`src/rtl/mem_arbiter.sv`:
```
// mem_arbiter: shares one single-port memory between fetch and load/store.
// Round-robin tie-break, CPU stall generation and a response watchdog.
package mem_arbiter_pkg;

  typedef enum logic {
    IDLE = 1'b0,
    BUSY = 1'b1
  } state_t;

  typedef enum logic {
    OWN_IF = 1'b0,
    OWN_D  = 1'b1
  } owner_t;

  typedef struct packed {
    logic        we;
    logic [31:0] addr;
    logic [31:0] wdata;
    logic [3:0]  be;
  } mcmd_t;

endpackage

module mem_arbiter
  import mem_arbiter_pkg::*;
#(
  parameter int unsigned TIMEOUT  = 16,
  parameter logic [31:0] ERR_DATA = 32'hDEAD_BEEF
) (
  input  logic        clk,
  input  logic        reset,
  input  logic        if_req,
  input  logic [31:0] if_addr,
  output logic        if_gnt,
  output logic        if_rvalid,
  output logic [31:0] if_rdata,
  input  logic        d_req,
  input  logic        d_we,
  input  logic [31:0] d_addr,
  input  logic [31:0] d_wdata,
  input  logic [3:0]  d_be,
  output logic        d_gnt,
  output logic        d_rvalid,
  output logic [31:0] d_rdata,
  output logic        m_req,
  output logic        m_we,
  output logic [31:0] m_addr,
  output logic [31:0] m_wdata,
  output logic [3:0]  m_be,
  input  logic        m_rvalid,
  input  logic [31:0] m_rdata,
  output logic        stall,
  output logic        err
);

  // Counter value one cycle before it would reach TIMEOUT-1.
  localparam logic [7:0] WD_LAST = 8'(TIMEOUT - 2);

  state_t      state;
  state_t      state_nx;
  owner_t      owner;
  owner_t      last_owner;
  owner_t      win;
  logic        store_q;
  logic [7:0]  wd_cnt;
  logic        err_q;

  logic        req_any;
  logic        pick_d;
  logic        grant;
  logic        resp;
  logic        expire;
  logic        done;
  logic [31:0] rsp_data;
  mcmd_t       cmd;

  assign req_any = if_req | d_req;
  assign pick_d  = d_req & (~if_req | (last_owner == OWN_IF));
  assign win     = pick_d ? OWN_D : OWN_IF;

  assign grant  = (state == IDLE) & req_any & ~reset;
  assign resp   = (state == BUSY) & m_rvalid;
  assign expire = (state == BUSY) & ~m_rvalid
                & (wd_cnt == WD_LAST);
  assign done   = (resp | expire) & ~reset;

  assign rsp_data = resp ? m_rdata : ERR_DATA;

  always_ff @(posedge clk) begin
    if (reset) begin
      state <= IDLE;
    end else begin
      state <= state_nx;
    end
  end

  always_comb begin
    state_nx = state;
    unique case (state)
      IDLE: if (grant) state_nx = BUSY;
      BUSY: if (done)  state_nx = IDLE;
      default: state_nx = IDLE;
    endcase
  end

  always_ff @(posedge clk) begin
    if (reset) begin
      owner      <= OWN_IF;
      last_owner <= OWN_IF;
      store_q    <= 1'b0;
      wd_cnt     <= 8'd0;
      err_q      <= 1'b0;
    end else begin
      if (grant) begin
        owner      <= win;
        last_owner <= win;
        store_q    <= (win == OWN_D) & d_we;
        wd_cnt     <= 8'd0;
      end else if (state == BUSY && !m_rvalid) begin
        wd_cnt <= wd_cnt + 8'd1;
      end
      if (expire) begin
        err_q <= 1'b1;
      end
    end
  end

  always_comb begin
    cmd = '0;
    unique case (1'b1)
      grant & (win == OWN_D): begin
        cmd = '{we: d_we, addr: d_addr,
                wdata: d_wdata, be: d_be};
      end
      grant & (win == OWN_IF): begin
        cmd = '{we: 1'b0, addr: if_addr,
                wdata: 32'h0, be: 4'hF};
      end
      default: cmd = '0;
    endcase
  end

  always_comb begin
    if_gnt    = 1'b0;
    d_gnt     = 1'b0;
    if_rvalid = 1'b0;
    d_rvalid  = 1'b0;
    if_rdata  = 32'h0;
    d_rdata   = 32'h0;
    m_req     = grant;
    {m_we, m_addr, m_wdata, m_be} = cmd;
    if (grant) begin
      if (win == OWN_D) d_gnt  = 1'b1;
      else              if_gnt = 1'b1;
    end
    if (done) begin
      if (owner == OWN_D) begin
        d_rvalid = 1'b1;
        d_rdata  = store_q ? 32'h0 : rsp_data;
      end else begin
        if_rvalid = 1'b1;
        if_rdata  = rsp_data;
      end
    end
  end

  assign stall = (state == BUSY)
               | (d_req & ~d_gnt)
               | (if_req & ~if_gnt);
  assign err   = err_q;

endmodule

```
`config.mk`:
```
export PLATFORM = sky130hd
export DESIGN_NAME = mem_arbiter
export DESIGN_NICKNAME = d
export VERILOG_FILES = /design/src/rtl/mem_arbiter.sv
export SDC_FILE = /design/constraint.sdc
export NUM_CORES = 1
export LEC_CHECK = 0
export ABC_AREA = 1
export CAP_MARGIN = 10
export CORE_AREA = 2 2 109 111
export DETAILED_ROUTE_END_ITERATION = 16
export DIE_AREA = 0 0 111 113
export PLACE_DENSITY = 0.69
export SYNTH_ARGS = -nofsm -noshare
export SYNTH_HDL_FRONTEND = slang
export SYNTH_SLANG_ARGS = --single-unit
```
`constraint.sdc`:
```
create_clock -name clk -period 1.7 [get_ports clk]
set_clock_uncertainty 0.05 [all_clocks]
set_input_delay 0.34 -clock clk [delete_from_list [all_inputs] [get_ports clk]]
set_output_delay 0.34 -clock clk [all_outputs]
set_load 0.05 [all_outputs]
```
Word-level counts from Yosys, hierarchy flattened

Index checks and enable logic that the tools add are counted.

Bits in registers: 12
Bits of input ports: 138

Add/sub/neg operators: 1
Eq/ne operators: 1
Muxes and demuxes: 19
Bitwise gates (word level): 25
Reductions and logical operators: 3

Operator list:

| kind                                                                   | number |
|---|---|
| 32-bit 2-to-1 mux                                                      | 6 |
| 69-bit case mux with 2 select lines                                    | 1 |
| 1-bit AND                                                              | 12 |
| 1-bit 2-to-1 mux                                                       | 11 |
| 8-bit by 1-bit adder with 8-bit output (second input constant)         | 1 |
| 8-bit by 4-bit equality test with 1-bit output (second input constant) | 1 |
| 1-bit inverter                                                         | 8 |
| 1-bit OR                                                               | 5 |
| 1-bit case mux with 2 select lines                                     | 1 |
| 2-bit OR reduction                                                     | 1 |
| 1-bit logical AND                                                      | 1 |
| 1-bit logical NOT                                                      | 1 |

Longest topological paths before layout

Gate-level depths: netlist of the first run.

Depth in word-level cells: 10
Depth in mapped cells: 9

Worst setup path after synthesis of the first run

OpenSTA, ideal clock, no wires.

Kind: register -> output
From: register wd_cnt[0]
To: output port if_rdata[10]
Arrival time: 1.763 ns
Data required time: 1.310 ns
Setup slack: -0.453 ns
Stages on the path, launching flop included: 10
Buffers on the path: 1
Cell sequence: dfxtp_1 inv_1 ha_1 nand2_1 nor2_1 nand2_1 nand2_1 nand2_2 clkbuf_8 nor2_1

Cells in the longest elaborated chain, start to end: 5

Ends and longest elaborated chain:

| element                                        | RTL line | source |
|---|---|---|
| from (decl)                                    | 65       | `logic [7:0] wd_cnt;` |
| from (signal assigned)                         | 120      | `wd_cnt <= wd_cnt + 8'd1;` |
| 8-bit by 4-bit equality test with 1-bit output | 84       | `& (wd_cnt == WD_LAST);` |
| 1-bit AND                                      | 84       |  |
| 1-bit OR                                       | 85       | `assign done = (resp \| expire) & ~reset;` |
| 1-bit AND                                      | 85       |  |
| 32-bit 2-to-1 mux                              | 156      | `if (done) begin` |
| to (decl)                                      | 36       | `output logic [31:0] if_rdata,` |

Every way passes these cells.

Worst setup path after layout of the first run

From: register wd_cnt[1]
To: output port d_rdata[26]

Cells in the longest elaborated chain, start to end: 5

Ends and longest elaborated chain:

| element                                        | RTL line | source |
|---|---|---|
| 8-bit by 4-bit equality test with 1-bit output | 84       |  |
| 1-bit AND                                      | 84       |  |
| 1-bit OR                                       | 85       |  |
| 1-bit AND                                      | 85       |  |
| 32-bit 2-to-1 mux                              | 156      |  |
| to (decl)                                      | 44       | `output logic [31:0] d_rdata,` |

Every way passes these cells.

==> metrics.md, run 1 <==
| Metric | Value |
|---|---|
| Global-route wire length before repair | approximately 26 mm |
| Most used DFF post-synth | sky130_fd_sc_hd__dfxtp_1 |
| Number of search-and-repair iterations in the first detailed-routing pass | 4 |
| Most used cells in the layout excluding fill and tap cells | sky130_fd_sc_hd__buf_12, sky130_fd_sc_hd__clkdlybuf4s50_1, sky130_fd_sc_hd__nor2_4, sky130_fd_sc_hd__nand2_4, sky130_fd_sc_hd__nand2_1 |
| Peak VDD IR | roughly 0.00039 V |
| Status | finished with violations |
| Synthesized area per cell | 4.840 µm² |
| Die Span X | 111 µm |
| Largest net degree at the start of global routing | 34 |
| Category of the worst setup path capture point | output port |
| Num Clock Sinks | 12 |
| Gate count of the mapped netlist | roughly 440 |
| CP Max Fanout | 5 |
| Initial core utilization | a little under a fifth |
| CTS tree | built |
| Pins Over Slew Limit | 0 |
| Commonest non-fill, non-tap cell in the layout | sky130_fd_sc_hd__buf_12 |
| Total grt overflow | 0 |
| Path type of the worst min-delay path | reg -> reg |
| Setup repair after global routing missed its margin | true |
| CP startpoint kind | register |
| Number of max-capacitance violations reported | 0 |
| Die outline area | about 13000 µm² |
| Top cells by area in the synthesized netlist | sky130_fd_sc_hd__nand2_1, sky130_fd_sc_hd__nor2_1, sky130_fd_sc_hd__dfxtp_1, sky130_fd_sc_hd__inv_1, sky130_fd_sc_hd__or2_2 |
| Vias in the first global route | roughly 4700 |
| Violations in the final reports | negative setup slack |
| Net Count, Synth | 581 |
| Data required time of the worst path | approximately 1.3 ns |
| GRT Util Overall | 25.91% |
| Clock edge transition at the registers on the reported setup and hold paths | 0.04 ns |
| Rel. slew slack | roughly 75% |
| Pwr dens | between 300 and 400 nW/µm² |
| Chip height | between 100 and 150 µm |
| Kind of critical path | reg -> out |
| Placer Congestion | 0.8611 |
| Final wirelength | 17.32 mm |
| Number of enable-type register cells in the synthesized netlist | 0 |
| Ant. Diodes | 0 |
| Transition time of the tightest slew-check pin | between 0.3 and 0.4 ns |
| Area leader, netlist | sky130_fd_sc_hd__nand2_1 |
| Fin crit period | between 2 and 2.5 ns |
| Share of Yosys cell area claimed by the top area cell type | about 30% |
| Period utilization | 129.0% |
| Fraction of registers with async set/reset | 0% |
| Syn. warnings | 0 |
| Nets@finish | 921 |
| Cell Area, Synth | roughly 2100 µm² |
| Avg Vias per Cell | ~4.5 |
| Floorplan row count | 39 |
| Pre-CTS setup slack | -0.6675 ns |
| Final setup margin | -0.4937 ns |
| Number of placed I/O pins | 278 |
| Initial DRC count | ~150 |
| Fraction of final layout cells sized beyond drive strength 1 | between 60% and 70% |
| Wire length per cell after detailed routing | approximately 19 µm |
| Number of hold-slack violations in the final timing report | 0 |
| Total via count in the routed design | 4160 |
| # fillers | 603 |
| #FFs+latches synth | 12 |
| TritonCTS Buffers | 3 |
| Area of the core | 11270 µm² |
| Layout-stage area growth over the synthesis result | 329.4% |
| Fmax | between 0.4 and 0.5 GHz |
| Total of endpoints with negative setup slack in the final report | 138 |
| Seq/Total Area, Yosys | a little under an eighth |
| Antenna violations before repair | 0 |
| Number of buffers inserted by port buffering | around 280 |
| Number of distinct library cells after synthesis | 26 |
| Post-route DRC | 0 |
| Clk root buf | sky130_fd_sc_hd__clkbuf_16 |
| Arr. time, crit path | 1.80 ns |
| Detail Placement HPWL | about 11 mm |
| Number of nets still failing antenna checks after routing | 0 |
| LEAKAGE | approximately 4.2 nW |
| Maximum number of buffers from clock root to sink | 2 |
| H-tree level count | 1 |
| Clock latency on the worst-skew pair | 0.24 ns |
| Total Power Consumption | approximately 3.4 mW |
[sequential cells by signal, summed over array words and instances, names as in the netlist]
| name | flops |
|---|---|
| state | 1 |
| wd_cnt | 8 |
| store_q | 1 |
| err | 1 |
| last_owner | 1 |
[Yosys cell counts (3+ instances only)]
| master | count |
|---|---|
| sky130_fd_sc_hd__buf_2 | 5 |
| sky130_fd_sc_hd__nand2_1 | 171 |
| sky130_fd_sc_hd__clkbuf_1 | 3 |
| sky130_fd_sc_hd__buf_4 | 3 |
| sky130_fd_sc_hd__o21ai_0 | 8 |
| sky130_fd_sc_hd__or2_2 | 23 |
| sky130_fd_sc_hd__a21oi_1 | 3 |
| sky130_fd_sc_hd__buf_1 | 5 |
| sky130_fd_sc_hd__buf_6 | 7 |
| sky130_fd_sc_hd__inv_1 | 57 |
| sky130_fd_sc_hd__nand2_2 | 4 |
| sky130_fd_sc_hd__nor2_1 | 103 |
| sky130_fd_sc_hd__dfxtp_1 | 12 |
| sky130_fd_sc_hd__nand4_1 | 9 |
| sky130_fd_sc_hd__nand3_1 | 14 |
[power by group]
| group | switching (mW) | internal [mW] |
|---|---|---|
| combinational | 1.35 | 1.29 |
| sequential | 0.00932 | 0.291 |
| clock | 0.121 | 0.306 |
[cell type report]
type	instances	area, µm²	area share, %
timing repair buffer	359	5396	58.88
multi-input combinational	345	3008	32.82
inverter	60	261.5	2.853
sequential	12	245.2	2.676
tap	143	178.9	1.952
clock buffer	3	75.07	0.8191
[stage by stage]
step / TNS, ns / area [µm²] / hold WS, ns / cells / util [%]
2_1_floorplan: -14.37 / 3177 / 0.3624 / 441 / -
3_3_place_gp: -73.12 / 7792 / 0.4114 / 881 / 69.13
3_5_place_dp: -80.06 / 7792 / 0.4165 / 881 / 69.13
4_1_cts: -44.89 / 8915 / 0.4278 / 913 / 79.09
5_1_grt: -55.79 / 9165 / 0.4657 / 922 / 81.31
6_report: -48.72 / 9165 / 0.4242 / 922 / 81.31
[critical path: stages (launching register included)]
cell	delay (ns)
sky130_fd_sc_hd__dfxtp_1	0.40
sky130_fd_sc_hd__ha_4	0.16
sky130_fd_sc_hd__nand2_2	0.06
sky130_fd_sc_hd__nor2_4	0.09
sky130_fd_sc_hd__nand2_2	0.09
sky130_fd_sc_hd__nand2_4	0.09
sky130_fd_sc_hd__nand3_4	0.12
sky130_fd_sc_hd__buf_12	0.17
sky130_fd_sc_hd__buf_12	0.13
sky130_fd_sc_hd__nor2_4	0.10
sky130_fd_sc_hd__buf_12	0.14
[metal layers]
layer  track usage (%)  share of wire (%)  vias up  wire length [µm]
li1                  -                  -     1981                 -
met1             27.54                 35     1946              6020
met2             51.33                 56      192              9756
met3             4.606                5.6       41               963
met4             8.583                3.3        0               576
met5                 0                  0        -                 0
[path summary, 6_finish.rpt]
path | depth (start not counted) | start | endpoint | slack (ns)
worst min-delay path | 2 | err | err | 0.42
worst min register to register | 2 | err | err | 0.42
worst max register to register | 8 | state | wd_cnt[5] | 0.27
worst max-delay path | 10 | wd_cnt[1] | d_rdata[26] | -0.49
[cells by family (layout without fill, tap and decap cells)]
logic type / Yosys count / in the layout / share of synthesized area (%)
AOI/OAI and AO/OA: 15 / 15 / 3.986
buffers and inverters: 84 / 422 / 18.64
adders and majority gates: 2 / 2 / 1.172
DFF: 12 / 12 / 11.25
and+or+nand+nor: 328 / 328 / 64.95
[repair_timing]
action / in CTS / in global routing
pin swaps: 26 / 31
cloned: 13 / 3
setup endpoints to repair: 139 / 138
buffers inserted: 16 / 13
hold buffers: 0 / 0
gates resized for setup: 175 / 40
(Power assumes the default switching activity.)
==> inputs of run 2 (changes only) <==
--- a/config.mk
+++ b/config.mk
@@ -11,6 +11,7 @@
 export DETAILED_ROUTE_END_ITERATION = 16
 export DIE_AREA = 0 0 111 113
 export PLACE_DENSITY = 0.69
+export SETUP_SLACK_MARGIN = 0.4
 export SYNTH_ARGS = -nofsm -noshare
 export SYNTH_HDL_FRONTEND = slang
 export SYNTH_SLANG_ARGS = --single-unit
==> constraint.sdc (replaced) <==
create_clock -name clk -period 2.02 [get_ports clk]
set_clock_uncertainty 0.05 [all_clocks]
set_input_delay 0.404 -clock clk [delete_from_list [all_inputs] [get_ports clk]]
set_output_delay 0.404 -clock clk [all_outputs]
set_load 0.05 [all_outputs]
==> metrics.md, run 2 (synthesis results as in run 1) <==
| Metric | Value |
|---|---|
| Status | finished with violations |
| Violations in the final reports | negative setup slack |
| R2R Path End | state |
| Number of nets still failing antenna checks after routing | 0 |
| Depth of the worst register-to-register path | 10 |
| Arr. time, crit path | 1.81 ns |
| Initial DRC count | 238 |
| Chip height | ~110 µm |
| Post-route cell area | just over 9000 µm² |
| Hold Path Depth | 3 |
| Avg Vias per Cell | 4.727 |
| Wire length per cell after detailed routing | roughly 20 µm |
| LEAKAGE | 4.198 nW |
| Number of buffers inserted by port buffering | roughly 280 |
| Ant. Diodes | 0 |
| Setup slack on the worst flop-to-flop path | 0.49 ns |
| Initial core utilization | a little under a fifth |
| Total via count in the routed design | 4344 |
| Area of the core | about 11000 µm² |
| Kind of cell with the highest combined delay on the critical path | simple AND/OR/NAND/NOR gates |
| Fraction of final layout cells sized beyond drive strength 1 | roughly three fifths |
| Layout-stage area growth over the synthesis result | 329.0% |
| Die outline area | ~13000 µm² |
| Flip-flop count of the largest register, all copies and words added | 8 |
| Largest register by flop count | wd_cnt |
| Setup tns final | -22.46 ns |
| Number of placed I/O pins | about 280 |
| Crit Reg-Reg Startpoint | wd_cnt[0] |
| Final wirelength | 18.81 mm |
| Min-delay src | reset |
| H-tree level count | 1 |
| Peak VDD IR | around 0.00054 V |
| Post-route DRC | 0 |
| Clock edge transition at the registers on the reported setup and hold paths | 0.04 ns |
| Pins Over Slew Limit | 0 |
| Placer Congestion | between 0.8 and 0.9 |
| GRT Util Overall | approximately a quarter |
| Rel. slew slack | roughly 64% |
| Clk root buf | sky130_fd_sc_hd__clkbuf_16 |
| CTS tree | built |
| Cell Chain, Critical Path | inv_2 -> ha_4 -> nand2_2 -> nor2_2 -> nand2_2 -> nand2_4 -> nand3_4 -> buf_12 -> clkbuf_16 -> nor2_4 -> buf_12 |
| Pre-CTS setup slack | -0.3786 ns |
| Final setup margin | -0.2481 ns |
| Detail Placement HPWL | about 11 mm |
| Maximum number of buffers from clock root to sink | 2 |
| Fmax | 0.4409 GHz |
| Biggest cell delay along the critical path | around 0.33 ns |
| Number of hold-slack violations in the final timing report | 0 |
| Placed inst area | approximately 7700 µm² |
| Floorplan row count | 39 |
| Number of search-and-repair iterations in the first detailed-routing pass | 5 |
| Destination of the worst hold path | err |
| Antenna violations before repair | 0 |
| Num Clock Sinks | 12 |
| Post-layout util | 81.23% |
| CP Max Fanout | 5 |
| Total grt overflow | 0 |
| Category of the worst setup path capture point | output port |
| Period utilization | 112.3% |
| # fillers | slightly above 600 |
| Vias in the first global route | 4493 |
| Most used cells in the layout excluding fill and tap cells | sky130_fd_sc_hd__buf_12, sky130_fd_sc_hd__clkdlybuf4s50_1, sky130_fd_sc_hd__nor2_4, sky130_fd_sc_hd__nand2_4, sky130_fd_sc_hd__nand2_1 |
| Nets@finish | about 900 |
| Number of cells after detailed placement | just under 900 |
| Global-route wire length before repair | roughly 26 mm |
| Final std cells w/o fill | approximately 920 |
| Slowest cell on the critical path | sky130_fd_sc_hd__dfxtp_2 |
| Transition time of the tightest slew-check pin | between 0.5 and 0.6 ns |
| Fin crit period | between 2 and 2.5 ns |
| Path type of the worst min-delay path | in -> reg |
| Clock latency on the worst-skew pair | around 0.24 ns |
| Commonest non-fill, non-tap cell in the layout | sky130_fd_sc_hd__buf_12 |
| Die Span X | about 110 µm |
| CP startpoint kind | register |
| TritonCTS Buffers | 3 |
| Setup repair after global routing missed its margin | true |
| Data required time of the worst path | approximately 1.6 ns |
| Critical path buffer and inverter count | 4 |
| Total of endpoints with negative setup slack in the final report | 128 |
| Kind of critical path | reg -> out |
| Pwr dens | about 320 nW/µm² |
| Number of max-capacitance violations reported | 0 |
| Largest net degree at the start of global routing | 34 |
-- run 2: changes by cell type in the layout (fill, tap and decap cells not counted), sizes merged --
| cell | previous run | this run |
|---|---|---|
| bufbuf | 2 | 0 |
| inv | 56 | 57 |
| clkinv | 3 | 2 |
| buf | 219 | 220 |
| dlygate4sd2 | 2 | 0 |
-- run 2: how the worst max path moves through the flow --
| stage | startpoint | endpoint | cells past startpoint |
|---|---|---|---|
| after floorplan | if_req | m_addr[10] | 7 |
| after global placement | m_rvalid | d_rdata[14] | 8 |
| after detailed placement | m_rvalid | d_rdata[14] | 8 |
| after CTS | wd_cnt[0] | d_rdata[11] | 11 |
| after global routing | wd_cnt[0] | d_rdata[4] | 11 |
| final | wd_cnt[0] | d_rdata[5] | 11 |
-- run 2: layout make-up --
cell class | instances | area, µm² | area share (%)
timing repair buffer | 355 | 5398 | 58.95
multi-input combinational | 345 | 2985 | 32.60
inverter | 60 | 259.0 | 2.829
sequential | 12 | 246.5 | 2.692
tap | 143 | 178.9 | 1.954
clock buffer | 4 | 88.84 | 0.9702
-- run 2: routing by layer --
metal / part of all wire [%] / track usage, % / vias up
li1: - / - / 1988
met1: 33 / 27.60 / 2066
met2: 56 / 53.05 / 231
met3: 5.8 / 4.606 / 59
met4: 4.7 / 6.667 / 0
met5: 0 / 0 / -
-- run 2: what timing repair did --
item	CTS	global route
resized for setup	191	40
buffers inserted	20	7
pin swaps	34	27
hold buffers	0	0
cloned	12	2
endpoints found under the setup margin	139	139
-- run 2: power breakdown --
group          internal (mW)  switching (mW)
clock                  0.300           0.112
combinational           1.09            1.16
sequential             0.244         0.00856
total                   1.64            1.28
-- run 2: worst register-to-register path, stage by stage, from the launching register on --
cell and delay, ns:
sky130_fd_sc_hd__dfxtp_2 0.33, sky130_fd_sc_hd__inv_2 0.08, sky130_fd_sc_hd__ha_4 0.13, sky130_fd_sc_hd__nand2_2 0.06
sky130_fd_sc_hd__nor2_2 0.13, sky130_fd_sc_hd__nand2_2 0.09, sky130_fd_sc_hd__buf_4 0.14, sky130_fd_sc_hd__buf_4 0.12
sky130_fd_sc_hd__buf_4 0.12, sky130_fd_sc_hd__nand3_1 0.06, sky130_fd_sc_hd__o21ai_0 0.09
-- run 2: through the flow --
| stage | total power [mW] | hold slack (ns) |
|---|---|---|
| after global placement | 2.070 | 0.4145 |
| final | 2.917 | 0.4175 |
| after detailed placement | 2.094 | 0.4363 |
| after CTS | 2.786 | 0.4087 |
| after global routing | 3.003 | 0.4309 |
| after floorplan | 1.143 | 0.4184 |
